`config.mk`:
```
export PLATFORM = sky130hd
export DESIGN_NAME = tlb_refill_ctrl_flat
export DESIGN_NICKNAME = d
export VERILOG_FILES = /design/src/rtl/tlb_pkg.sv /design/src/rtl/tlb_refill_ctrl_if.sv /design/src/rtl/tlb_plru.sv /design/src/rtl/tlb_refill_ctrl.sv /design/src/flat_wrapper.sv
export SDC_FILE = /design/constraint.sdc
export NUM_CORES = 1
export LEC_CHECK = 0
export CAP_MARGIN = 20
export CORE_MARGIN = 5
export CORE_UTILIZATION = 35
export DETAILED_ROUTE_END_ITERATION = 8
export DONT_BUFFER_PORTS = 1
export GPL_ROUTABILITY_DRIVEN = 1
export PLACE_DENSITY = 0.55
export SLEW_MARGIN = 20
export SYNTH_ARGS = -nofsm -noshare
export SYNTH_HDL_FRONTEND = slang
export SYNTH_SLANG_ARGS = --single-unit
```
`constraint.sdc`:
```
create_clock -name clk -period 2.7 [get_ports clk]
set_clock_uncertainty 0.15 [all_clocks]
set_input_delay 0 -clock clk [delete_from_list [all_inputs] [get_ports clk]]
set_output_delay 0 -clock clk [all_outputs]
set_load 0.005 [all_outputs]
```
`src/rtl/tlb_pkg.sv`:
```
`default_nettype none
// ============================================================================
// Module      : tlb_pkg
// Description : Shared definitions for the L1 TLB refill path: refill FSM
//               state encodings and default geometry (entry count, VPN
//               width). Imported by the refill controller, its PLRU
//               sub-module and the attribute-update logic.
// Revision    : 1.0 - initial release
// ============================================================================
package tlb_pkg;

  localparam int TLB_ENTRIES = 8;
  localparam int TLB_VPN_W   = 27;

  // Encodings are visible on the debug 'state' port and are decoded by the
  // attribute-update logic, so the values are fixed.
  typedef enum logic [1:0] {
    READY           = 2'd0,
    REQUEST         = 2'd1,
    WAIT            = 2'd2,
    WAIT_INVALIDATE = 2'd3
  } refill_state_e;

endpackage : tlb_pkg
`default_nettype wire

```
`src/rtl/tlb_refill_ctrl_if.sv`:
```
`default_nettype none
// ============================================================================
// Module      : tlb_refill_ctrl_if
// Description : Lookup / hit / page-table-walk handshake bundle between the
//               TLB datapath + PTW (master side) and the refill controller
//               (slave side).
// Ports       : io_req_*      lookup miss request and idle indication
//               io_hit_*      lookup hit, feeds replacement state
//               io_ptw_*      PTW request/response/invalidate handshake
// Revision    : 1.0 - initial release
// ============================================================================
interface tlb_refill_ctrl_if
  import tlb_pkg::*;
#(
  parameter int ENTRIES = TLB_ENTRIES,
  parameter int VPN_W   = TLB_VPN_W,
  localparam int IDX_W  = $clog2(ENTRIES)
);

  logic             io_req_valid;
  logic             io_req_miss;
  logic [VPN_W-1:0] io_req_vpn;
  logic             io_req_ready;
  logic             io_hit_valid;
  logic [IDX_W-1:0] io_hit_idx;
  logic             io_ptw_req_valid;
  logic             io_ptw_req_ready;
  logic [VPN_W-1:0] io_ptw_req_bits_addr;
  logic             io_ptw_resp_valid;
  logic             io_ptw_invalidate;

  // TLB datapath / PTW side
  modport master (
    output io_req_valid, io_req_miss, io_req_vpn,
    output io_hit_valid, io_hit_idx,
    output io_ptw_req_ready, io_ptw_resp_valid, io_ptw_invalidate,
    input  io_req_ready, io_ptw_req_valid, io_ptw_req_bits_addr
  );

  // Refill controller side
  modport slave (
    input  io_req_valid, io_req_miss, io_req_vpn,
    input  io_hit_valid, io_hit_idx,
    input  io_ptw_req_ready, io_ptw_resp_valid, io_ptw_invalidate,
    output io_req_ready, io_ptw_req_valid, io_ptw_req_bits_addr
  );

endinterface : tlb_refill_ctrl_if
`default_nettype wire

```
`src/rtl/tlb_plru.sv`:
```
`default_nettype none
// ============================================================================
// Module      : tlb_plru
// Description : Tree pseudo-LRU replacement state for the L1 TLB.
//               ENTRIES-1 node bits in heap order (children of n are 2n+1
//               and 2n+2); bit=0 steers the victim to the lower-index half.
//               Two touch ports: hit is applied first, then refill.
// Ports       : clk, reset                 clock, sync active-high reset
//               hit_valid, hit_idx         touch from a lookup hit
//               refill_valid, refill_idx   touch from a committed refill
//               victim                     current PLRU victim index
// Revision    : 1.0 - initial release
// ============================================================================
module tlb_plru
  import tlb_pkg::*;
#(
  parameter int ENTRIES = TLB_ENTRIES,
  localparam int IDX_W  = $clog2(ENTRIES)
) (
  input  wire logic             clk,
  input  wire logic             reset,
  input  wire logic             hit_valid,
  input  wire logic [IDX_W-1:0] hit_idx,
  input  wire logic             refill_valid,
  input  wire logic [IDX_W-1:0] refill_idx,
  output logic      [IDX_W-1:0] victim
);

  localparam int NODES = ENTRIES - 1;

  logic [NODES-1:0] tree;
  logic [NODES-1:0] tree_next;

  // Walk root-to-leaf along idx (MSB first), making each node point away
  // from the path just taken.
  function automatic logic [NODES-1:0] touch(input logic [NODES-1:0] t_in,
                                             input logic [IDX_W-1:0] idx);
    logic [NODES-1:0] t;
    logic [IDX_W-1:0] path;
    logic             b;
    int               node;
    t    = t_in;
    path = idx;
    node = 0;
    for (int l = 0; l < IDX_W; l++) begin
      b                    = path[IDX_W-1];
      t[node[IDX_W-1:0]]   = ~b;
      node                 = b ? (2 * node + 2) : (2 * node + 1);
      path                 = path << 1;
    end
    return t;
  endfunction

  always_comb begin
    tree_next = tree;
    if (hit_valid) begin
      tree_next = touch(tree_next, hit_idx);
    end
    if (refill_valid) begin
      tree_next = touch(tree_next, refill_idx);
    end
  end

  always_ff @(posedge clk) begin
    if (reset) begin
      tree <= '0;
    end else begin
      tree <= tree_next;
    end
  end

  // Follow the node bits from the root; each bit becomes one index bit.
  always_comb begin
    logic d;
    int   node;
    victim = '0;
    node   = 0;
    for (int l = 0; l < IDX_W; l++) begin
      d      = tree[node[IDX_W-1:0]];
      victim = (victim << 1) | IDX_W'(d);
      node   = d ? (2 * node + 2) : (2 * node + 1);
    end
  end

endmodule : tlb_plru
`default_nettype wire

```
`src/rtl/tlb_refill_ctrl.sv`:
```
`default_nettype none
// ============================================================================
// Module      : tlb_refill_ctrl
// Description : Refill sequencer for the L1 TLB. On a lookup miss it picks a
//               victim (lowest invalid entry, else PLRU), issues the PTW
//               request, waits for the response while tracking PTW
//               invalidations, and emits a one-cycle refill strobe.
// Ports       : clk, reset       clock, sync active-high reset
//               bus (slave)      lookup / hit / PTW handshake bundle
//               valid            current entry valid vector
//               r_refill_waddr   registered victim index
//               r_refill_tag     registered miss VPN
//               refill_en        commit refill to arrays this cycle
//               state            FSM state (debug / attribute qualification)
// Revision    : 1.0 - initial release
// ============================================================================
module tlb_refill_ctrl
  import tlb_pkg::*;
#(
  parameter int ENTRIES = TLB_ENTRIES,
  parameter int VPN_W   = TLB_VPN_W,
  localparam int IDX_W  = $clog2(ENTRIES)
) (
  input  wire logic               clk,
  input  wire logic               reset,
  tlb_refill_ctrl_if.slave        bus,
  input  wire logic [ENTRIES-1:0] valid,
  output logic      [IDX_W-1:0]   r_refill_waddr,
  output logic      [VPN_W-1:0]   r_refill_tag,
  output logic                    refill_en,
  output logic      [1:0]         state
);

  refill_state_e    cur_state;
  refill_state_e    next_state;
  logic             capture;
  logic [IDX_W-1:0] plru_victim;
  logic [IDX_W-1:0] free_idx;
  logic             free_found;
  logic [IDX_W-1:0] victim;
  logic [ENTRIES-1:0] scan;

  // ---------------------------------------------------------------- victim
  // Lowest-index invalid entry; the vector is shifted so the loop index is
  // only ever used as a value, never as a bit select.
  always_comb begin
    scan       = ~valid;
    free_idx   = '0;
    free_found = 1'b0;
    for (int i = 0; i < ENTRIES; i++) begin
      if (!free_found && scan[0]) begin
        free_idx   = IDX_W'(i);
        free_found = 1'b1;
      end
      scan = scan >> 1;
    end
  end

  assign victim = free_found ? free_idx : plru_victim;

  tlb_plru #(
    .ENTRIES (ENTRIES)
  ) u_plru (
    .clk          (clk),
    .reset        (reset),
    .hit_valid    (bus.io_hit_valid),
    .hit_idx      (bus.io_hit_idx),
    .refill_valid (refill_en),
    .refill_idx   (r_refill_waddr),
    .victim       (plru_victim)
  );

  // ------------------------------------------------------------------- FSM
  always_ff @(posedge clk) begin
    if (reset) begin
      cur_state <= READY;
    end else begin
      cur_state <= next_state;
    end
  end

  always_comb begin
    next_state           = cur_state;
    capture              = 1'b0;
    refill_en            = 1'b0;
    bus.io_req_ready     = 1'b0;
    bus.io_ptw_req_valid = 1'b0;
    case (cur_state)
      READY: begin
        bus.io_req_ready = 1'b1;
        if (bus.io_req_valid && bus.io_req_miss) begin
          capture    = 1'b1;
          next_state = REQUEST;
        end
      end
      REQUEST: begin
        bus.io_ptw_req_valid = 1'b1;
        if (bus.io_ptw_req_ready) begin
          // Accepted walk started against entries being flushed: its
          // response must be discarded.
          next_state = bus.io_ptw_invalidate ? WAIT_INVALIDATE : WAIT;
        end else if (bus.io_ptw_invalidate) begin
          next_state = READY;
        end
      end
      WAIT: begin
        if (bus.io_ptw_resp_valid) begin
          refill_en  = ~bus.io_ptw_invalidate;
          next_state = READY;
        end else if (bus.io_ptw_invalidate) begin
          next_state = WAIT_INVALIDATE;
        end
      end
      WAIT_INVALIDATE: begin
        if (bus.io_ptw_resp_valid) begin
          next_state = READY;
        end
      end
      default: begin
        next_state = READY;
      end
    endcase
  end

  // Tag and index only move when a new miss is accepted, so they stay
  // valid through the refill strobe.
  always_ff @(posedge clk) begin
    if (reset) begin
      r_refill_waddr <= '0;
      r_refill_tag   <= '0;
    end else if (capture) begin
      r_refill_waddr <= victim;
      r_refill_tag   <= bus.io_req_vpn;
    end
  end

  assign bus.io_ptw_req_bits_addr = r_refill_tag;
  assign state                    = cur_state;

endmodule : tlb_refill_ctrl
`default_nettype wire

```
`src/flat_wrapper.sv`:
```
// flat-port wrapper written by rule: the top's interface ports become plain ports
module tlb_refill_ctrl_flat import tlb_pkg::*;
#(
  parameter int ENTRIES = TLB_ENTRIES,
  parameter int VPN_W   = TLB_VPN_W,
  localparam int IDX_W  = $clog2(ENTRIES)
)
  (clk, reset, valid, r_refill_waddr, r_refill_tag, refill_en, state, bus_io_req_valid, bus_io_req_miss, bus_io_req_vpn, bus_io_hit_valid, bus_io_hit_idx, bus_io_ptw_req_ready, bus_io_ptw_resp_valid, bus_io_ptw_invalidate, bus_io_req_ready, bus_io_ptw_req_valid, bus_io_ptw_req_bits_addr);
  tlb_refill_ctrl_if #(.ENTRIES(ENTRIES), .VPN_W(VPN_W)) bus_i ();
  input  wire logic clk;
  input  wire logic reset;
  input  wire logic [ENTRIES-1:0] valid;
  output logic      [IDX_W-1:0] r_refill_waddr;
  output logic      [VPN_W-1:0] r_refill_tag;
  output logic refill_en;
  output logic      [1:0] state;
  input wire logic [$bits(bus_i.io_req_valid)-1:0] bus_io_req_valid;
  input wire logic [$bits(bus_i.io_req_miss)-1:0] bus_io_req_miss;
  input wire logic [$bits(bus_i.io_req_vpn)-1:0] bus_io_req_vpn;
  input wire logic [$bits(bus_i.io_hit_valid)-1:0] bus_io_hit_valid;
  input wire logic [$bits(bus_i.io_hit_idx)-1:0] bus_io_hit_idx;
  input wire logic [$bits(bus_i.io_ptw_req_ready)-1:0] bus_io_ptw_req_ready;
  input wire logic [$bits(bus_i.io_ptw_resp_valid)-1:0] bus_io_ptw_resp_valid;
  input wire logic [$bits(bus_i.io_ptw_invalidate)-1:0] bus_io_ptw_invalidate;
  output wire logic [$bits(bus_i.io_req_ready)-1:0] bus_io_req_ready;
  output wire logic [$bits(bus_i.io_ptw_req_valid)-1:0] bus_io_ptw_req_valid;
  output wire logic [$bits(bus_i.io_ptw_req_bits_addr)-1:0] bus_io_ptw_req_bits_addr;
  assign bus_i.io_req_valid = bus_io_req_valid;
  assign bus_i.io_req_miss = bus_io_req_miss;
  assign bus_i.io_req_vpn = bus_io_req_vpn;
  assign bus_i.io_hit_valid = bus_io_hit_valid;
  assign bus_i.io_hit_idx = bus_io_hit_idx;
  assign bus_i.io_ptw_req_ready = bus_io_ptw_req_ready;
  assign bus_i.io_ptw_resp_valid = bus_io_ptw_resp_valid;
  assign bus_i.io_ptw_invalidate = bus_io_ptw_invalidate;
  assign bus_io_req_ready = bus_i.io_req_ready;
  assign bus_io_ptw_req_valid = bus_i.io_ptw_req_valid;
  assign bus_io_ptw_req_bits_addr = bus_i.io_ptw_req_bits_addr;
  tlb_refill_ctrl #(.ENTRIES(ENTRIES), .VPN_W(VPN_W)) u_core (.clk(clk), .reset(reset), .bus(bus_i), .valid(valid), .r_refill_waddr(r_refill_waddr), .r_refill_tag(r_refill_tag), .refill_en(refill_en), .state(state));
endmodule
```
* Yosys cells after proc, flatten, opt, wreduce, memory -nomap -nowiden
Index checks and enable logic that the tools add are counted.
** Storage, ports and cells
- Output and inout bits :: 62
- Register bits after elaboration :: 39
- Logic and storage cells :: 114
- Bits of input ports :: 46
** Cells by class
- Reduce and logical (&&, ||, !) cells :: 22
- Eq/ne operators :: 7
- Muxes and demuxes :: 54
- $add $sub $neg :: 6
- Magnitude comparators :: 10
- Bitwise gates (word level) :: 10
** Operator list (number)
- 2-to-1 mux 3 bit :: 10
- bitwise mux 7 bit :: 4
- 2-to-1 mux 1 bit :: 22
- 2-to-1 mux 2 bit :: 9
- 2-to-1 mux 7 bit :: 2
- demux 1 bit (select 3 bit) :: 4
- logical AND 1 bit :: 12
- less-than comparator 2 x 4 -> 1 bit, second input constant :: 3
- less-than comparator 3 x 4 -> 1 bit, second input constant :: 3
- adder 3 x 1 -> 3 bit, second input constant :: 3
- adder 3 x 2 -> 3 bit, second input constant :: 3
- NOT 8 bit :: 1
- one-hot mux 2 bit (4 select lines) :: 1
- logical NOT 1 bit :: 7
- NOT 1 bit :: 7
- binary-select mux 1 bit (select 3 bit) :: 2
- >= comparator 3 x 1 -> 1 bit, second input constant :: 2
- != test 3 bit, second input constant :: 2
- == test 2 bit, second input constant :: 2
- >= comparator 2 x 1 -> 1 bit, second input constant :: 2
- AND reduction 4 bit :: 1
- bitwise OR 3 x 1 -> 3 bit :: 1
- == test 2 x 1 -> 1 bit, second input constant :: 1
- logical NOT 2 bit :: 1
- 4 further kinds :: 4

* Longest topological paths before layout
Gate-level depths: netlist (run 1).
- Depth after elaboration :: 24
- Depth in mapped cells :: 7

* By module
From an unflattened synthesis (run 1), not the netlist that was laid out.
** Second synthesis, totals
- Cells, all modules :: 266
- Area, all modules :: 2110.8 sq um
** By module, submodules not included
- tlb_refill_ctrl :: times used 1, area an instance 1463.9 sq um, cells each 183
- tlb_plru :: times used 1, area an instance 646.9 sq um, cells each 83

* Worst setup path after synthesis (run 1)
OpenSTA, ideal clock, no wires.
- Kind :: register to register
- Start point :: register u_core.r_refill_waddr[1]
- End point :: register u_core.u_plru.tree[0]
- Cell stages (with the launch flop) :: 7
- Slack :: 941 ps
- Arrival :: 1523 ps
- Required time :: 2464 ps
- Clock period less this slack :: 1759 ps
- Cell sequence :: dfxtp_1 -> clkbuf_2 -> inv_1 -> ha_1 -> nand3_1 -> mux2_2 -> a211oi_1
** Between the ends
- Longest elaborated chain between the ends :: 7
** RTL lines
- from (decl) :: RTL line tlb_refill_ctrl.sv:28 : output logic [IDX_W-1:0] r_refill_waddr,
- from (signal assigned) :: RTL line tlb_refill_ctrl.sv:132 : r_refill_waddr <= victim;
- 2-to-1 mux 3 bit :: RTL line tlb_plru.sv:48 : node = b ? (2 * node + 2) : (2 * node + 1);
- less-than comparator 3 x 4 -> 1 bit (implied by the code) or >= comparator 3 x 1 -> 1 bit (tied branches) :: RTL line tlb_plru.sv:47 : t[node[IDX_W-1:0]] = ~b;
- logical AND 1 bit (implied by the code) :: RTL line tlb_plru.sv:47
- 2-to-1 mux 1 bit (implied by the code) :: RTL line tlb_plru.sv:47
- demux 1 bit (select 3 bit) :: RTL line tlb_plru.sv:47
- bitwise mux 7 bit * :: RTL line tlb_plru.sv:47
- 2-to-1 mux 7 bit * :: RTL line tlb_plru.sv:59 : if (refill_valid) begin
- to (signal assigned) :: RTL line tlb_plru.sv:68 : tree <= tree_next;
- to (decl) :: RTL line tlb_plru.sv:31 : logic [NODES-1:0] tree;
Every way passes the cells marked *; elsewhere a longest branch is shown, timed or not.
A chain may end at the register's enable or synchronous reset.

* Worst setup path in the final report (run 1)
- Start point :: input valid[6]
- End point :: register u_core.r_refill_waddr[0]
** Between the ends
- Longest elaborated chain between the ends :: 7
** RTL lines
- from (decl) :: RTL line flat_wrapper.sv:12 : input wire logic [ENTRIES-1:0] valid;
- NOT 8 bit * :: RTL line tlb_refill_ctrl.sv:47 : scan = ~valid;
- logical AND 1 bit * :: RTL line tlb_refill_ctrl.sv:51 : if (!free_found && scan[0]) begin
- 2-to-1 mux 1 bit :: RTL line tlb_refill_ctrl.sv:51
- logical NOT 1 bit :: RTL line tlb_refill_ctrl.sv:51
- logical AND 1 bit :: RTL line tlb_refill_ctrl.sv:51
- 2-to-1 mux 3 bit or 2-to-1 mux 1 bit (tied branches) :: RTL line tlb_refill_ctrl.sv:51
- 2-to-1 mux 3 bit * :: RTL line tlb_refill_ctrl.sv:59 : assign victim = free_found ? free_idx : plru_victim;
Marks and branches as above.

==> results.yml, run 1 <==
final_layout:
  areaGrowthSynthToFinish_pct: 35.72
  fill_cells: 561
  layout.cells.non_filler: 390
  area.sequential_um2: 780.7
  multi_input_area_mm2: 0.001031
  final_nets: 370
  num_antenna_cells: 0
  drive_above_1_share_pct: 6.349
clock_tree:
  htree_num_levels: 2
  clkLatencyLatePin_ns: 0.29
  clock_path_buffers: 2
  cts_tree: "yes"
  clock-sinks: 39
  cts_buffers: 5
  path_clk_slew_ns: 0.08
  root_buffer: "clkbuf_8"
detailed_routing:
  drcViolationCount: 0
  wl_per_cell_um: 15.31
  top_layer: "met4"
  firstDrtPassIters: 4
  drt_iter0_drc: 81
  drt-total-wl_mm: 5.971
  ant_nets: 0
  wl_met2_mm: 2.985
  wl_met3_um: 505
  wl_met1_mm: 2.382
  vias: 1967
  post_drt_via_cell_ratio: 5.044
setup_path:
  critPathCaptureType: "flip-flop"
  crit_slowest_cell: "dlygate4sd3_1"
  crit_buf_inv: 4
  worstPathCellList: "dlygate4sd3_1, nand3_1, dlygate4sd3_1, nor2_2, dlygate4sd3_1, nand2_1, dlygate4sd3_1, o32ai_2"
  cp.arrival_ns: 2.71
  crit_top_cell: "dlygate4sd3_1"
  crit_family: "buffers and inverters"
  crit_fanout: 2
  critical_path_required_ns: 2.75
  start_kind: "input port"
  critPathMaxStageDelay_ns: 0.58
  critPathKind: "in2reg"
sta:
  finalHoldViolCount: 0
  slew_viol_final: 0
  layout_min_cycle_time_ns: 2.661
  setup_viol: 0
  timing.final.ws_setup_ns: 0.03863
  fmax_mhz: 375.7
  slew_headroom_pct: 64.79
  timing.final.crit_share_pct: 98.57
  worst_pin_slew_ns: 0.5264
yosys:
  yosysWarnings: 0
  syn_avg_cell_area_um2: 7.829
  synth_cell_types: 37
  syn_inst: 268
  ys_seq_area_share_pct: 37.21
  syn_area_mm2: 0.002098
  syn-num-nets: 324
  ys_ff_latch: 39
floorplan:
  die_h_um: 87.43
  core_area_mm2: 0.005886
  fp.dieW_um: 87.43
  ioPinCount: 108
  start_util_pct: 35.65
  rows: 28
  die_area_mm2: 0.007643
job:
  cap_violations: 0
placed_design:
  dp.cells: 306
  hpwl_mm: 3.611
  port_buffers: 0
  place_congestion: 0.8164
  post-place-ws_ns: 0.8099
hold_path:
  min_path_type: "in2reg"
status:
  status: "complete, no violations"
grt:
  grt_first_pass_wirelength_mm: 9.273
  antenna_found_initial: 0
  grt_overflow: 0
  grt_usage_pct: 15.48
  grt_max_degree: 41
  grt_pass1_vias: 1993
power:
  powerDensity_mw_per_mm2: 509.0
  total_leakage_power_nw: 1.110
  irDropWorstVdd_v: 0.0002447
==> synthesized netlist by cell type <==
cell type   n  share of area, %
o2111ai_1   1              0.42
a21boi_0    1              0.36
nor2b_1     1              0.30
inv_1       6               1.1
a22oi_1     1              0.36
nand3b_1    2              0.72
clkbuf_2    1              0.24
buf_4      31                11
o21ai_0     4              0.95
dfxtp_1    39                37
a41o_1      1              0.48
o32ai_1     1              0.42
a211oi_1    2              0.72
nand2b_1    2              0.60
a311oi_1    2              0.83
ha_1       10               6.0
xor2_1      1              0.42
and2b_1     1              0.36
mux2i_1     4               1.9
a21oi_2     1              0.42
buf_6       1              0.54
a21oi_1    42                10
nand4_1     2              0.60
mux2_2      1              0.54
a311oi_2    1              0.72
nor2_1     11               2.0
nand2_2     1              0.30
buf_2       2              0.48
nand2_1    72                13
nor3_1      1              0.24
a221oi_1    1              0.42
nand3_1     6               1.4
or2_0       3              0.89
a31oi_1     5               1.5
nor3_4      2               1.6
clkbuf_1    4              0.72
a2bb2oi_1   1              0.42
==> timing repair <==
item | 4_1_cts | 5_1_grt
setup buffers | 0 | 1
endpoints found under the setup margin | 0 | 1
hold endpoints to repair | 40 | 0
hold buffers | 75 | 0
resized for setup | 0 | 2
==> worst reg2reg max path, stage by stage, from the launching register on <==
cell and delay (ns):
dfxtp_1 0.56, inv_1 0.15, ha_1 0.33, nand2_1 0.07, a21oi_1 0.18, a21oi_2 0.08, a311oi_2 0.23, dlygate4sd3_1 0.56
==> sequential cells by signal (all words and copies together), names as in the netlist <==
signal and flops:
u_core.bus.io_ptw_req_bits_addr 27, u_core.r_refill_waddr 3, u_core.state 2, u_core.u_plru.tree 7
==> cells by family after synthesis <==
group	count (synthesis)	share of synthesized area [%]
simple gates	104	21.82
mux	5	2.445
buf+inv	45	14.13
compound gates	64	18.01
fa+ha+maj	10	5.963
flops	39	37.21
xor+xnor	1	0.4175
==> through the flow <==
stage	setup TNS (ns)	hold WS, ns	util, %	power (W)	area (um^2)
global placement	0	-0.08352	32.84	0.0007742	1933
floorplan	0	-0.01403	-	0.0007856	2098
detailed placement	0	-0.08374	32.84	0.0007777	1933
CTS	0	0.05774	48.09	0.001468	2830
finish	0	0.06094	48.38	0.001450	2848
global route	-0.004472	0.06355	48.38	0.001528	2848
==> cell usage in the layout (no fill, tap or decap), drive strengths merged, types with 2 or more instances in the layout <==
cell type    instances
a31oi                5
nand3b               2
clkbuf               5
a211oi               2
or2                  3
o21ai                4
dlygate4sd3         74
dfxtp               39
nand3                6
buf                  4
nor3                 3
nand4                2
nand2               73
a21oi               43
a311oi               3
mux2i                4
bufinv               2
nor2                11
inv                  6
nand2b               2
ha                  10
==> layer usage <==
layer	vias up	track usage (%)
met5	-	0
met4	0	5.997
met3	11	4.920
met2	89	26.85
met1	898	17.52
li1	969	-
==> report_power, final <==
group	switching, W	leakage [nW]	internal (W)
clock network	0.000211	0.0644	0.000369
logic	0.000103	0.728	0.000121
registers	0.0000410	0.318	0.000605
==> area by class of cell <==
class                      count  share of cell area [%]
multi-input combinational    184                   36.20
timing repair buffer          78                   27.50
sequential                    39                   27.42
tap                           75                   3.295
clock buffer                   5                   2.417
clock inverter                 3                   2.373
inverter                       6                  0.7909
==> final timing paths <==
check	endpoint	cells after the start	slack, ns	start
worst min-delay path	u_core.u_plru.tree[0]$_SDFFE_PP0P_	4	0.06	bus_io_hit_idx[1]
worst max-delay path	u_core.r_refill_waddr[0]$_SDFFE_PP0P_	8	0.04	valid[6]
worst min register to register	u_core.bus.io_ptw_req_bits_addr[25]$_SDFFE_PP0P_	2	0.36	u_core.bus.io_ptw_req_bits_addr[25]$_SDFFE_PP0P_
worst max register to register	u_core.u_plru.tree[1]$_SDFF_PP0_	7	0.34	u_core.r_refill_waddr[1]$_SDFFE_PP0P_
(Power assumes the default switching activity.)
==> run 2: changes to the inputs <==
--- a/config.mk
+++ b/config.mk
@@ -11,7 +11,7 @@
 export DETAILED_ROUTE_END_ITERATION = 8
 export DONT_BUFFER_PORTS = 1
 export GPL_ROUTABILITY_DRIVEN = 1
-export PLACE_DENSITY = 0.55
+export SETUP_SLACK_MARGIN = 0.05
 export SLEW_MARGIN = 20
 export SYNTH_ARGS = -nofsm -noshare
 export SYNTH_HDL_FRONTEND = slang
==> run 2 against run 1 <==
  * The run now ends with negative hold slack left
  * Combinational power is 2% higher
  * Global-route usage is 0.27 points higher
  * Register-to-register slack worse by 0.09 ns
  * Clock power is 2% lower
  * Non-clock buffer count is 3 higher
  * Sequential share of layout area is 0.13 points lower
  * Sequential power hardly changed
  * Highest routed layer unchanged
  * Setup slack better by 0.22 ns
==> results.yml, run 2 (synthesized netlist as in run 1, its figures left out) <==
clock_tree:
  htree_num_levels: 2
  cts_buffers: 5
  root_buffer: "clkbuf_8"
  clkLatencyLatePin_ns: 0.28
  cts_tree: "yes"
  clock_path_buffers: 2
  clock-sinks: 39
  path_clk_slew_ns: 0.08
sta:
  timing.final.crit_share_pct: 90.59
  finalHoldViolCount: 1
  hold_slack_ns: -0.006431
  slew_headroom_pct: 63.87
  slew_viol_final: 0
  fmax_mhz: 408.8
  finalSetupTns_ns: 0
  rsz0062_at_grt: "false"
  setup_viol: 0
  worst_pin_slew_ns: 0.5402
  layout_min_cycle_time_ns: 2.446
power:
  powerDensity_mw_per_mm2: 504.4
  combinationalPowerShare_pct: 15.9
  pwr-share-clk_pct: 39.5
  switchingPower_w: 0.0003426
  switching_share_pct: 23.74
  total_leakage_power_nw: 1.096
  p_int_w: 0.001101
  irDropWorstVdd_v: 0.0002753
  p_seq_share_pct: 44.6
floorplan:
  core_area_mm2: 0.005886
  rows: 28
  start_util_pct: 35.65
  fp.dieW_um: 87.43
  die_area_mm2: 0.007643
  ioPinCount: 108
  die_h_um: 87.43
setup_path:
  timing.rr.start: "u_core.state[0]$_SDFFE_PP0P_"
  reg2regPathDepth: 6
  crit_fanout: 25
  cp.arrival_ns: 2.53
  critPathCaptureType: "flip-flop"
  start_kind: "flip-flop"
  critical_path_required_ns: 2.78
  critPathKind: "reg2reg"
  reg2reg_slack_ns: 0.25
  r2r_end: "u_core.bus.io_ptw_req_bits_addr[17]$_SDFFE_PP0P_"
grt:
  grt_pass1_vias: 2057
  grt_overflow: 0
  grt_max_degree: 41
  grt_first_pass_wirelength_mm: 9.556
  antenna_found_initial: 0
  grt_usage_pct: 15.75
detailed_routing:
  drt-total-wl_mm: 5.959
  vias: 1962
  post_drt_via_cell_ratio: 4.992
  ant_nets: 0
  drt_iter0_drc: 89
  drcViolationCount: 0
  firstDrtPassIters: 4
  wl_per_cell_um: 15.16
placed_design:
  hpwl_mm: 3.667
  placed_cell_area_mm2: 0.001941
  place_congestion: 0.7488
  port_buffers: 0
hold_path:
  hold_end: "u_core.u_plru.tree[0]$_SDFFE_PP0P_"
  min_path_type: "in2reg"
  holdPathStages: 3
  worstHoldStart: "bus_io_hit_idx[2]"
final_layout:
  multi_input_area_mm2: 0.001021
  largest_reg_flops: 27
  final_cell_mix: "dlygate4sd3_1 (76), nand2_1 (72), a21oi_1 (42)"
  drive_above_1_share_pct: 5.660
  final_nets: 373
  layout_commonest_cell: "dlygate4sd3_1"
  area.sequential_um2: 780.7
  num_antenna_cells: 0
  final_area_mm2: 0.002861
  areaGrowthSynthToFinish_pct: 36.37
  fill_cells: 561
job:
  cap_violations: 0
status:
  status: "complete, but fails checks"
  violations: "negative hold slack"
[run 2: power by group through the flow]
stage / registers (W) / clock network (W) / logic, W
final: 0.000643 / 0.000570 / 0.000229
after global placement: 0.000657 / 0 / 0.000118
after CTS: 0.000644 / 0.000587 / 0.000224
after floorplan: 0.000644 / 0 / 0.000141
after detailed placement: 0.000658 / 0 / 0.000120
after global routing: 0.000651 / 0.000612 / 0.000256
[run 2: worst max path at each step]
stage | end | start
after floorplan | u_core.u_plru.tree[0]$_SDFFE_PP0P_ | u_core.r_refill_waddr[1]$_SDFFE_PP0P_
after global placement | u_core.r_refill_waddr[2]$_SDFFE_PP0P_ | u_core.state[0]$_SDFFE_PP0P_
after detailed placement | u_core.r_refill_waddr[2]$_SDFFE_PP0P_ | u_core.state[0]$_SDFFE_PP0P_
after CTS | u_core.bus.io_ptw_req_bits_addr[16]$_SDFFE_PP0P_ | u_core.state[1]$_SDFFE_PP0P_
after global routing | u_core.bus.io_ptw_req_bits_addr[17]$_SDFFE_PP0P_ | u_core.state[0]$_SDFFE_PP0P_
final | u_core.bus.io_ptw_req_bits_addr[17]$_SDFFE_PP0P_ | u_core.state[0]$_SDFFE_PP0P_
[run 2: final cells by class]
cell class,instances,share of cell area (%)
clock inverters,2,2.099
multi-input cells,184,35.68
clock buffers,6,2.536
repair buffers,81,28.33
inverters,6,0.7871
well taps,75,3.279
flip-flops and latches,39,27.28
[run 2: what timing repair did]
action,4_1_cts,5_1_grt
hold buffers,77,0
setup endpoints to repair,0,1
resized for setup,0,0
buffers inserted,0,1
endpoints found under the hold margin,40,0
[run 2: routing by layer]
metal  wire length, um  track usage [%]  part of all wire, %  vias up
li1                  -                -                    -      975
met1              2412            17.96                   40      910
met2              3041            27.81                   51       69
met3               442            4.920                  7.4        8
met4                62            4.881                  1.0        0
met5                 0                0                    0        -
[run 2: stage by stage]
step	setup WS (ns)	utilization (%)	power (W)	hold slack, ns	instances
floorplan	0.9413	-	0.0007856	-0.01403	268
global placement	0.8400	32.97	0.0007746	-0.08035	307
detailed placement	0.7944	32.97	0.0007781	-0.08018	307
CTS	0.2294	48.49	0.001455	0.002262	392
global route	0.06905	48.62	0.001519	0.01341	393
finish	0.2539	48.62	0.001443	-0.006431	393
[run 2: worst max-delay path, stage by stage, from the launching register on]
cell,delay [ns]
dfxtp_1,0.53
nor2_1,0.14
nand3_1,0.35
buf_4,0.37
nand2_1,0.10
a21oi_1,0.17
dlygate4sd3_1,0.56
